$ cat config.mk
export PLATFORM = sky130hd
export DESIGN_NAME = coherence_ctrl
export DESIGN_NICKNAME = d
export VERILOG_FILES = /design/src/rtl/cpu_types_pkg.sv /design/src/rtl/bus_rr_arbiter.sv /design/src/rtl/coherence_ctrl.sv
export SDC_FILE = /design/constraint.sdc
export NUM_CORES = 1
export LEC_CHECK = 0
export CAP_MARGIN = 20
export CORE_AREA = 3 3 193 195
export DETAILED_ROUTE_END_ITERATION = 6
export DIE_AREA = 0 0 196 198
export MAX_ROUTING_LAYER = met4
export PLACE_DENSITY_LB_ADDON = 0.08
export SLEW_MARGIN = 20
export SYNTH_ARGS = -nofsm -noshare
export SYNTH_HDL_FRONTEND = slang
export SYNTH_SLANG_ARGS = --single-unit
$ cat constraint.sdc
create_clock -name CLK -period 2 [get_ports CLK]
set_input_delay 0.3 -clock CLK [delete_from_list [all_inputs] [get_ports CLK]]
set_output_delay 0.3 -clock CLK [all_outputs]
set_load 0.03 [all_outputs]
$ cat src/rtl/cpu_types_pkg.sv
// cpu_types_pkg: shared types for the two-core bus coherence controller.
package cpu_types_pkg;
  localparam int CPUS = 2;
  typedef logic [2:0] bus_state_t;
  localparam bus_state_t IDLE = 3'd0, ARB = 3'd1, SNOOP = 3'd2, RD_MEM = 3'd3,
                         RD_C2C = 3'd4, WR_MEM = 3'd5, INV = 3'd6, IFETCH = 3'd7;
  typedef enum logic [1:0] {DREAD, DWRITE, DINV, IREAD} bus_kind_t;
endpackage

$ cat src/rtl/bus_rr_arbiter.sv
// bus_rr_arbiter: data > invalidate > ifetch, core ties go to the core that was not served last.
module bus_rr_arbiter
  import cpu_types_pkg::*;
(
  input  logic [1:0] dren,
  input  logic [1:0] dwen,
  input  logic [1:0] ccwrite,
  input  logic [1:0] iren,
  input  logic       last,
  output logic       valid,
  output logic       core,
  output bus_kind_t  kind
);
  logic [1:0] d, req;
  always_comb begin
    d = dren | dwen;
    req = |d ? d : |ccwrite ? ccwrite : iren;
    valid = |req;
    core = &req ? ~last : req[1];
    kind = |d ? (dwen[core] ? DWRITE : DREAD) : |ccwrite ? DINV : IREAD;
  end
endmodule

$ cat src/rtl/coherence_ctrl.sv
// coherence_ctrl: arbitrates two icache/dcache pairs onto one RAM port, snooping the other dcache
// and serving cache-to-cache transfers when the snooped cache holds the word Modified.
module coherence_ctrl
  import cpu_types_pkg::*;
(
  input  logic            CLK,
  input  logic            nRST,
  input  logic [1:0]      iREN,
  input  logic [1:0][31:0] iaddr,
  output logic [1:0]      iwait,
  output logic [1:0][31:0] iload,
  input  logic [1:0]      dREN,
  input  logic [1:0]      dWEN,
  input  logic [1:0][31:0] daddr,
  input  logic [1:0][31:0] dstore,
  input  logic [1:0]      ccwrite,
  output logic [1:0]      dwait,
  output logic [1:0][31:0] dload,
  output logic [1:0]      ccwait,
  output logic [1:0]      ccinv,
  output logic [1:0][31:0] snoopaddr,
  output logic            ramREN,
  output logic            ramWEN,
  output logic [31:0]     ramaddr,
  output logic [31:0]     ramstore,
  input  logic [31:0]     ramload,
  input  logic            ramwait
);
  bus_state_t state, next;
  bus_kind_t kind, arb_kind;
  logic g, j, last, arb_valid, arb_core, mem, done, snoop;
  logic [31:0] addr, c2c;
  bus_rr_arbiter u_arb (
    .dren(dREN), .dwen(dWEN), .ccwrite(ccwrite), .iren(iREN), .last(last),
    .valid(arb_valid), .core(arb_core), .kind(arb_kind)
  );
  assign j = ~g;
  assign mem = state == RD_MEM || state == RD_C2C || state == WR_MEM || state == IFETCH;
  assign done = (mem && !ramwait) || state == INV;
  assign snoop = state == SNOOP || state == INV;
  always_comb begin
    next = state;
    case (state)
      IDLE: next = |{dREN, dWEN, ccwrite, iREN} ? ARB : IDLE;
      ARB: next = !arb_valid ? IDLE : arb_kind == DWRITE ? WR_MEM : arb_kind == DREAD ? SNOOP :
                  arb_kind == DINV ? INV : IFETCH;
      SNOOP: next = ccwrite[j] ? RD_C2C : RD_MEM;
      default: next = done ? IDLE : state;
    endcase
  end
  // c2c doubles as the writeback data latch; a snoop hit overwrites it with the supplier's word
  always_ff @(posedge CLK or negedge nRST)
    if (!nRST) begin
      state <= IDLE;
      g <= 1'b0;
      kind <= DREAD;
      addr <= '0;
      c2c <= '0;
      last <= 1'b1;
    end else begin
      state <= next;
      if (state == ARB) begin
        g <= arb_core;
        kind <= arb_kind;
        addr <= arb_kind == IREAD ? iaddr[arb_core] : daddr[arb_core];
        c2c <= dstore[arb_core];
      end
      if (state == SNOOP && ccwrite[j]) c2c <= dstore[j];
      if (done && kind != IREAD) last <= g;
    end
  always_comb begin
    ccwait = '0;
    ccinv = '0;
    snoopaddr = '0;
    dwait = '1;
    iwait = '1;
    dload = '0;
    iload = '0;
    ccwait[j] = snoop;
    ccinv[j] = state == INV;
    snoopaddr[j] = snoop ? addr : '0;
    dwait[g] = !(done && kind != IREAD);
    iwait[g] = !(done && kind == IREAD);
    dload[g] = state == RD_MEM ? ramload : state == RD_C2C ? c2c : '0;
    iload[g] = state == IFETCH ? ramload : '0;
    ramREN = state == RD_MEM || state == IFETCH;
    ramWEN = state == WR_MEM || state == RD_C2C;
    ramaddr = mem ? addr : '0;
    ramstore = ramWEN ? c2c : '0;
  end
endmodule

Yosys cells after proc, flatten, opt, wreduce, memory -nomap -nowiden
Cells that the tools add are included.
{"block": "op_classes", "order_cmp": 5, "eq_ne": 12, "n_mux": 43, "bitwise_logic": 11, "n_reduce_logical": 25}
{"op": "two-way mux 32 bit", "n": 19}
{"op": "AND 64 bit", "n": 3}
{"op": "demux 32 bit (select 1 bit)", "n": 2}
{"op": "two-way mux 3 bit", "n": 5}
{"op": "== test 3 bit, second input constant", "n": 4}
{"op": "two-way mux 1 bit", "n": 11}
{"op": "case mux 3 bit (3 select lines)", "n": 1}
{"op": "OR reduction 8 bit", "n": 1}
{"op": "logical OR 1 bit", "n": 7}
{"op": "== test 2 bit, second input constant", "n": 3}
{"op": "== test 3 x 2 -> 1 bit, second input constant", "n": 2}
{"op": "logical AND 1 bit", "n": 6}
{"op": "< comparator 1 x 2 -> 1 bit, second input constant", "n": 3}
{"op": "two-way mux 2 bit", "n": 3}
{"op": "bitwise OR 2 bit", "n": 3}
{"op": "OR reduction 2 bit", "n": 3}
{"op": "AND 2 bit", "n": 2}
{"op": "nonzero test 4 bit", "n": 1}
{"op": "== test 3 x 1 -> 1 bit, second input constant", "n": 1}
{"op": "zero test 1 bit", "n": 3}
{"op": "zero test 3 bit", "n": 1}
{"op": "demux 1 bit (select 1 bit)", "n": 2}
{"op": "== test 2 x 1 -> 1 bit, second input constant", "n": 1}
{"op": "greater-or-equal comparator 1 bit, second input constant", "n": 2}
{"op": "6 further kinds", "n": 7}
{"block": "word_totals", "ff_bits": 71, "in_bits": 235, "output_inout_bits": 266, "elab_cells": 102}

Longest topological paths before layout
Gate-level depths: netlist (run 1).
{"block": "depth", "depth_word": 15, "mapped_depth": 8, "ltp_nobuf": 5}

Modules after synthesis
A second synthesis (run 1) with hierarchy kept.
{"block": "unflattened", "hier_cells": 796, "hier_area_um2": 6253.5}
{"module": "coherence_ctrl", "instances": 1, "cells_per_inst": 779, "area_per_inst_um2": 6144.6, "seq_area_each_um2": 1778.0}
{"module": "bus_rr_arbiter", "instances": 1, "cells_per_inst": 17, "area_per_inst_um2": 108.9, "seq_area_each_um2": 0.0}

Worst setup path before layout (run 1)
Ideal clock, no wire load.
{"block": "synth_timing", "path_type": "register to output", "startpoint": "reg state[1]", "endpoint": "out dload[10] (netlist bit)", "t_arrival_ns": 1.788, "required_ns": 1.700, "setup_slack_ns": -0.088, "path_stages_with_launch": 8, "n_path_buf": 3, "path_cell_list": "dfrtp_1 > clkbuf_2 > nor2b_1 > nor2b_1 > clkbuf_1 > buf_2 > a22oi_1 > nor2_1"}
{"element": "start: declaration", "line_no": "coherence_ctrl.sv:29", "text": "bus_state_t state, next;"}
{"element": "start signal: assignment", "line_no": "coherence_ctrl.sv:61", "text": "state <= next;"}
{"element": "end: declaration", "line_no": "coherence_ctrl.sv:18", "text": "output logic [1:0][31:0] dload,"}

==> run_results.csv, run 1 <==
group,metric,value,unit
sta,skew,0.0116,ns
pwr,power_density,1350,nW/um2
sta,period_share,1.06,
grt,grt_pass1_wl,57800,um
detailed_routing,drc_errors,0,
sta,rsz0062_at_grt,"true",
synth,ys_async_sr_fraction,1.00,
synth,ys_seq_elements,71,
clocking,clk_pin_slew,0.06,ns
detailed_routing,wire_per_inst,22.2,um
synth,syn_nets,1168,
floorplan,die_w,196,um
setup_path,critPathMostFrequentCell,"nor2b_4",
sta,slew_viol_final,0,
synth,ys_warn_count,0,
run_status,violations,"setup timing",
synth,yosysUniqueCellTypes,36,
clocking,clock_sinks,71,
synth,synth_most_common_cell,"and2_1",
setup_path,critPathLaunchType,"flip-flop",
floorplan,die-area,38800,um2
setup_path,max_stage_delay,0.42,ns
clocking,clockBufferDepth,2,
detailed_routing,via_per_inst,4.53,
grt,grt_use_total,0.205,
floorplan,core,35600,um2
detailed_routing,finalWirelength,43200,um
synth,synth.yosys.seq_area_share,0.268,
pwr,irDropWorstVdd,1.10,mV
synth,yosys-top-cells-area,"dfrtp_1 (26%), and2_1 (15%), mux2i_1 (9.6%)",
sta,setup_viol,218,
pwr,p_switching,0.00945,W
synth,synthSimpleGateAreaFrac,0.363,
layout,area_growth,116,%
pwr,seq_power_share,0.160,
floorplan,ios,501,
synth,synthTopCellsByCount,"and2_1 (163), nand2_1 (145), nor2_1 (139)",
flow_run,drv_cap,0,
placement,portBuffers,500,
synth,synth-xor-area-share,0,
floorplan,start_util,0.187,
setup_path,r2r_setup_slack,0.05,ns
sta,setup_tns,-12.49,ns
pwr,p_clk_frac,0.092,
detailed_routing,drtAntennaViolNets,0,
setup_path,slowest_stage,"dfrtp_1",
synth,yosysTopAreaCellShare,0.264,
placement,globalplace.congestion,0.843,
run_status,outcome,"finished, violations left",
sta,maxSlewHeadroom,0.562,
pwr,sw_frac_of_total,0.487,
setup_path,arrival,1.82,ns
pwr,p_total,0.0194,W
clocking,cts_tree,"yes",
placement,dp_hpwl,29200,um
detailed_routing,vias,8819,
setup_path,path_class,"reg -> out",
pwr,comb_power_share,0.748,
floorplan,fp-row-count,69,
layout,nets,1710,
synth,synthMuxAreaShare,0.0999,
setup_path,path_cells,"nor2b_4 -> nor2b_4 -> buf_12 -> buf_8 -> a22oi_2 -> nor2_1 -> buf_4",
grt,grt_overflow,0,
grt,grt_start_max_net_pins,62,
sta,worst_slew_pin_slew,0.657,ns
floorplan,die_y,198,um
clocking,clock-root-buffer,"clkbuf_16",
synth,synthAdderAreaFrac,0,
synth,synth_area_per_cell,7.12,um2
synth,syn_inst,933,
clocking,cts_buffers,9,
clocking,htreeDepth,3,
synth,ys.flop_type,"dfrtp_1",
sta,finalCriticalPeriod,2.12,ns
pwr,p_leak,6.49,nW
grt,grt_pass1_vias,8883,
synth,synth_area,6640,um2
pwr,internal_power,0.00995,W
synth,synth_compound_area_frac,0.204,
detailed_routing,drt_pass1_iterations,4,
synth,synth_top_family_by_area,"simple AND/OR/NAND/NOR gates",
setup_path,cp_max_fo,14,
grt,antenna_found_initial,5,
hold_path,min_path_type,"reg -> reg",
setup_path,required,1.70,ns
layout,final_layout_size_suffix_gt1_frac,0.362,
sta,max_freq,472,MHz
synth,synth_top_area_cell,"dfrtp_1",
placement,dp_slack,-0.250,ns
setup_path,endpoint_kind,"primary output",
synth,synth-edff-count,0,
detailed_routing,drt_iter0_markers,289,
clocking,worstSkewPairLatency,0.35,ns
sta,hold_viol,0,
sta,layout_setup_ws,-0.119,ns
registers in the layout (all words and copies together) (netlist names):
| name | flops |
|---|---|
| state | 3 |
| kind | 2 |
| c2c | 32 |
| g | 1 |
| addr | 32 |
| last | 1 |
routing by layer:
| metal | GRT usage | vias up | wire [um] | share of wire |
|---|---|---|---|---|
| li1 | - | 4264 | - | - |
| met1 | 0.225 | 4170 | 17100 | 0.40 |
| met2 | 0.378 | 359 | 22800 | 0.53 |
| met3 | 0.0512 | 26 | 2890 | 0.067 |
| met4 | 0.0378 | 0 | 437 | 0.010 |
| met5 | - | - | 0 | 0 |
what timing repair did:
action,in CTS,in global routing
endpoints found under the setup margin,263,271
gates cloned,11,11
buffers inserted,19,5
resized for setup,121,163
hold buffers,1,0
hold endpoints to repair,14,0
pin swaps,20,9
final timing paths:
| path | startpoint | to | cells past startpoint |
|---|---|---|---|
| worst max register to register | state[2] | addr[10] | 8 |
| worst min register to register | kind[1] | kind[1] | 2 |
| worst min-delay path | kind[1] | kind[1] | 2 |
| max in group asynchronous | nRST | addr[11] | 3 |
| min in group asynchronous | nRST | c2c[26] | 2 |
| worst max-delay path | state[2] | dload[42] | 7 |
kinds of logic (layout without fill, tap and decap cells):
family | after synthesis | after routing
compound gates | 209 | 209
buf+inv | 91 | 638
other cells | 0 | 4
mux | 66 | 66
flops | 71 | 71
simple gates | 496 | 496
cell type report:
cell class | instances | area, um2
fillers | 3595 | 21200
repair buffers | 618 | 6650
multi-input cells | 771 | 4980
clock inverters | 4 | 52.6
clock buffers | 12 | 267
flip-flops and latches | 71 | 1780
inverters | 4 | 18.8
well taps | 461 | 577
diodes | 4 | 10.0
power by group through the flow:
stage	Combinational (W)	Clock [W]	Sequential, W
after floorplan	0.00709	0	0.00257
after global placement	0.0118	0	0.00305
after detailed placement	0.0118	0	0.00308
after CTS	0.0134	0.00186	0.00309
after global routing	0.0154	0.00191	0.00324
final	0.0145	0.00178	0.00311
layout by cell type (no fill, tap or decap), types with 4 or more instances in the layout:
cell,instances
clkdlybuf4s50_1,233
buf_4,195
nand2_1,140
nor2_1,130
buf_6,119
and2_1,107
dfrtp_1,67
a31oi_1,64
mux2i_1,64
and2_4,57
buf_12,46
o21ai_0,36
a21oi_1,35
o31a_1,31
a22oi_2,26
nor2b_4,19
clkbuf_16,17
nor2b_1,14
buf_16,11
nor2_4,8
a22oi_1,6
nand2_2,5
buf_8,5
diode_2,4
worst max-delay path: cells and delay by family (launching register included):
kind | cells | cell delay (ns)
flops | 1 | 0.42
compound gates | 1 | 0.05
simple gates | 3 | 0.50
buf+inv | 3 | 0.48
stage by stage:
stage,cells,hold slack [ns],area (um2),utilization
3_5_place_dp,1879,0.367,12200,0.343
2_1_floorplan,933,0.00441,6640,-
6_report,1945,0.510,14300,0.403
4_1_cts,1925,0.513,13400,0.377
3_3_place_gp,1879,0.369,12200,0.343
5_1_grt,1945,0.563,14300,0.403
Power figures use the tool's default switching activity.
==> inputs of run 2 (changes only) <==
--- a/config.mk
+++ b/config.mk
@@ -9,6 +9,7 @@
 export CORE_AREA = 3 3 193 195
 export DETAILED_ROUTE_END_ITERATION = 6
 export DIE_AREA = 0 0 196 198
+export GPL_ROUTABILITY_DRIVEN = 0
 export MAX_ROUTING_LAYER = met4
 export PLACE_DENSITY_LB_ADDON = 0.08
 export SLEW_MARGIN = 20
==> results of run 2 <==
No change in the layout: final DEF, timing and power equal those of run 1.
==> inputs of run 3 (changes only) <==
--- a/config.mk
+++ b/config.mk
@@ -12,6 +12,7 @@
 export GPL_ROUTABILITY_DRIVEN = 0
 export MAX_ROUTING_LAYER = met4
 export PLACE_DENSITY_LB_ADDON = 0.08
+export SETUP_SLACK_MARGIN = 0.02
 export SLEW_MARGIN = 20
 export SYNTH_ARGS = -nofsm -noshare
 export SYNTH_HDL_FRONTEND = slang
==> run_results.csv, run 3 (synthesis gave the netlist of run 1 again) <==
group,metric,value,unit
grt,met2_usage,0.341,
grt,grt_start_max_net_pins,78,
floorplan,die_w,196,um
sta,setup_tns,-6.78,ns
detailed_routing,vias,8707,
setup_path,r2r_setup_slack,0.16,ns
setup_path,arrival,1.84,ns
sta,rsz0062_at_grt,"true",
layout,nets,1680,
pwr,internal_power,0.00858,W
pwr,power_density,1300,nW/um2
layout,final_cell_mix,"buf_4 (264), clkdlybuf4s50_1 (233), and2_1 (154)",
grt,grt_use_total,0.191,
pwr,irDropWorstVdd,0.653,mV
pwr,seq_power_share,0.177,
clocking,clk_pin_slew,0.07,ns
grt,grt.met1_usage,0.213,
setup_path,cp_max_fo,6,
grt,grt_overflow,0,
detailed_routing,drt_iter0_markers,213,
floorplan,die-area,38800,um2
detailed_routing,drtAntennaViolNets,0,
placement,dp_hpwl,28700,um
setup_path,worst_r2r_endpoint,"addr[12]",
floorplan,core,35600,um2
sta,skew,0.0103,ns
grt,grt_pass1_wl,55500,um
setup_path,required,1.70,ns
hold_path,min_path_type,"in -> async",
pwr,sw_frac_of_total,0.501,
run_status,violations,"setup timing",
grt,grt_pass1_vias,8867,
placement,place_area,12100,um2
pwr,p_leak,5.99,nW
pwr,p_switching,0.00861,W
clocking,clock-root-buffer,"clkbuf_16",
clocking,clockBufferDepth,2,
setup_path,path_class,"reg -> out",
floorplan,ios,501,
detailed_routing,drt_pass1_iterations,5,
layout,final_layout_size_suffix_gt1_frac,0.302,
clocking,htreeDepth,3,
floorplan,fp-row-count,69,
setup_path,endpoint_kind,"primary output",
sta,maxSlewHeadroom,0.748,
layout,top_regs,"addr (32), c2c (32), state (3)",
detailed_routing,drc_errors,0,
grt,top_usage_layer,"met2",
clocking,clock_sinks,71,
pwr,p_clk_frac,0.099,
setup_path,rr_startpoint,"state[2]",
sta,finalCriticalPeriod,2.14,ns
detailed_routing,wire_per_inst,20.1,um
pwr,comb_power_share,0.724,
layout,fin_area,13200,um2
setup_path,critPathLaunchType,"flip-flop",
layout,area_growth,98.6,%
grt,grt.met3_usage,0.0461,
placement,portBuffers,500,
grt,antenna_found_initial,6,
sta,layout_setup_ws,-0.135,ns
floorplan,die_y,198,um
placement,dp_cells,1871,
sta,worst_slew_pin_slew,0.378,ns
setup_path,r2r_cells,9,
sta,slew_viol_final,0,
clocking,cts_tree,"yes",
run_status,outcome,"finished, violations left",
sta,setup_viol,148,
detailed_routing,finalWirelength,38500,um
sta,hold_viol,0,
sta,period_share,1.07,
layout,fin_util,0.371,
clocking,cts_buffers,9,
detailed_routing,via_per_inst,4.54,
floorplan,start_util,0.187,
sta,max_freq,468,MHz
flow_run,drv_cap,0,
clocking,worstSkewPairLatency,0.34,ns
layout,fin_cells,1916,
layout,layout_commonest_cell,"buf_4",
[run 3: what timing repair did]
item,in CTS,in global routing
hold buffers,1,0
buffers inserted,12,5
gates resized for setup,102,16
gates cloned,5,5
pin swaps,16,15
setup endpoints to repair,232,264
hold endpoints to repair,16,0
[run 3: area by class of cell]
cell class                      instances  area (um2)
Fill cell                            3685       22400
Timing Repair Buffer                  588        5800
Multi-Input combinational cell        771        4710
Sequential cell                        71        1780
Tap cell                              461         577
Clock buffer                           12         246
Clock inverter                          4        45.0
Inverter                                4        17.5
Antenna cell                            5        12.5
[run 3: worst max-delay path, cell delays in order (launching register included)]
cell and delay [ns]:
dfrtp_2 0.44, nor2b_4 0.14, nor2b_4 0.17, buf_12 0.14
buf_8 0.13, buf_16 0.14, a22oi_2 0.06, nor2_1 0.11
buf_4 0.17
[run 3: power groups by stage]
stage	Sequential [W]	Clock [W]	Combinational (W)
6_report	0.00304	0.00170	0.0125
5_1_grt	0.00318	0.00182	0.0134
4_1_cts	0.00308	0.00176	0.0124
3_5_place_dp	0.00304	0	0.0115
3_3_place_gp	0.00301	0	0.0115
2_1_floorplan	0.00257	0	0.00709
[run 3: worst max path at each step]
stage	start	to
finish	state[1]	dload[46]
global route	state[1]	dload[46]
CTS	state[1]	dload[46]
detailed placement	dREN[1]	c2c[3]
global placement	dREN[1]	state[0]
floorplan	state[1]	dload[10]
[run 3: per-layer routing]
metal / vias up / share of wire
li1: 4194 / -
met1: 4105 / 0.38
met2: 370 / 0.52
met3: 38 / 0.074
met4: 0 / 0.022
met5: - / 0
[run 3: through the flow]
stage / setup WS (ns) / power [W] / hold WS [ns]
2_1_floorplan: -0.0879 / 0.00965 / 0.00441
3_3_place_gp: -0.210 / 0.0145 / 0.209
3_5_place_dp: -0.218 / 0.0145 / 0.216
4_1_cts: -0.164 / 0.0172 / 0.374
5_1_grt: -0.238 / 0.0184 / 0.424
6_report: -0.135 / 0.0172 / 0.394
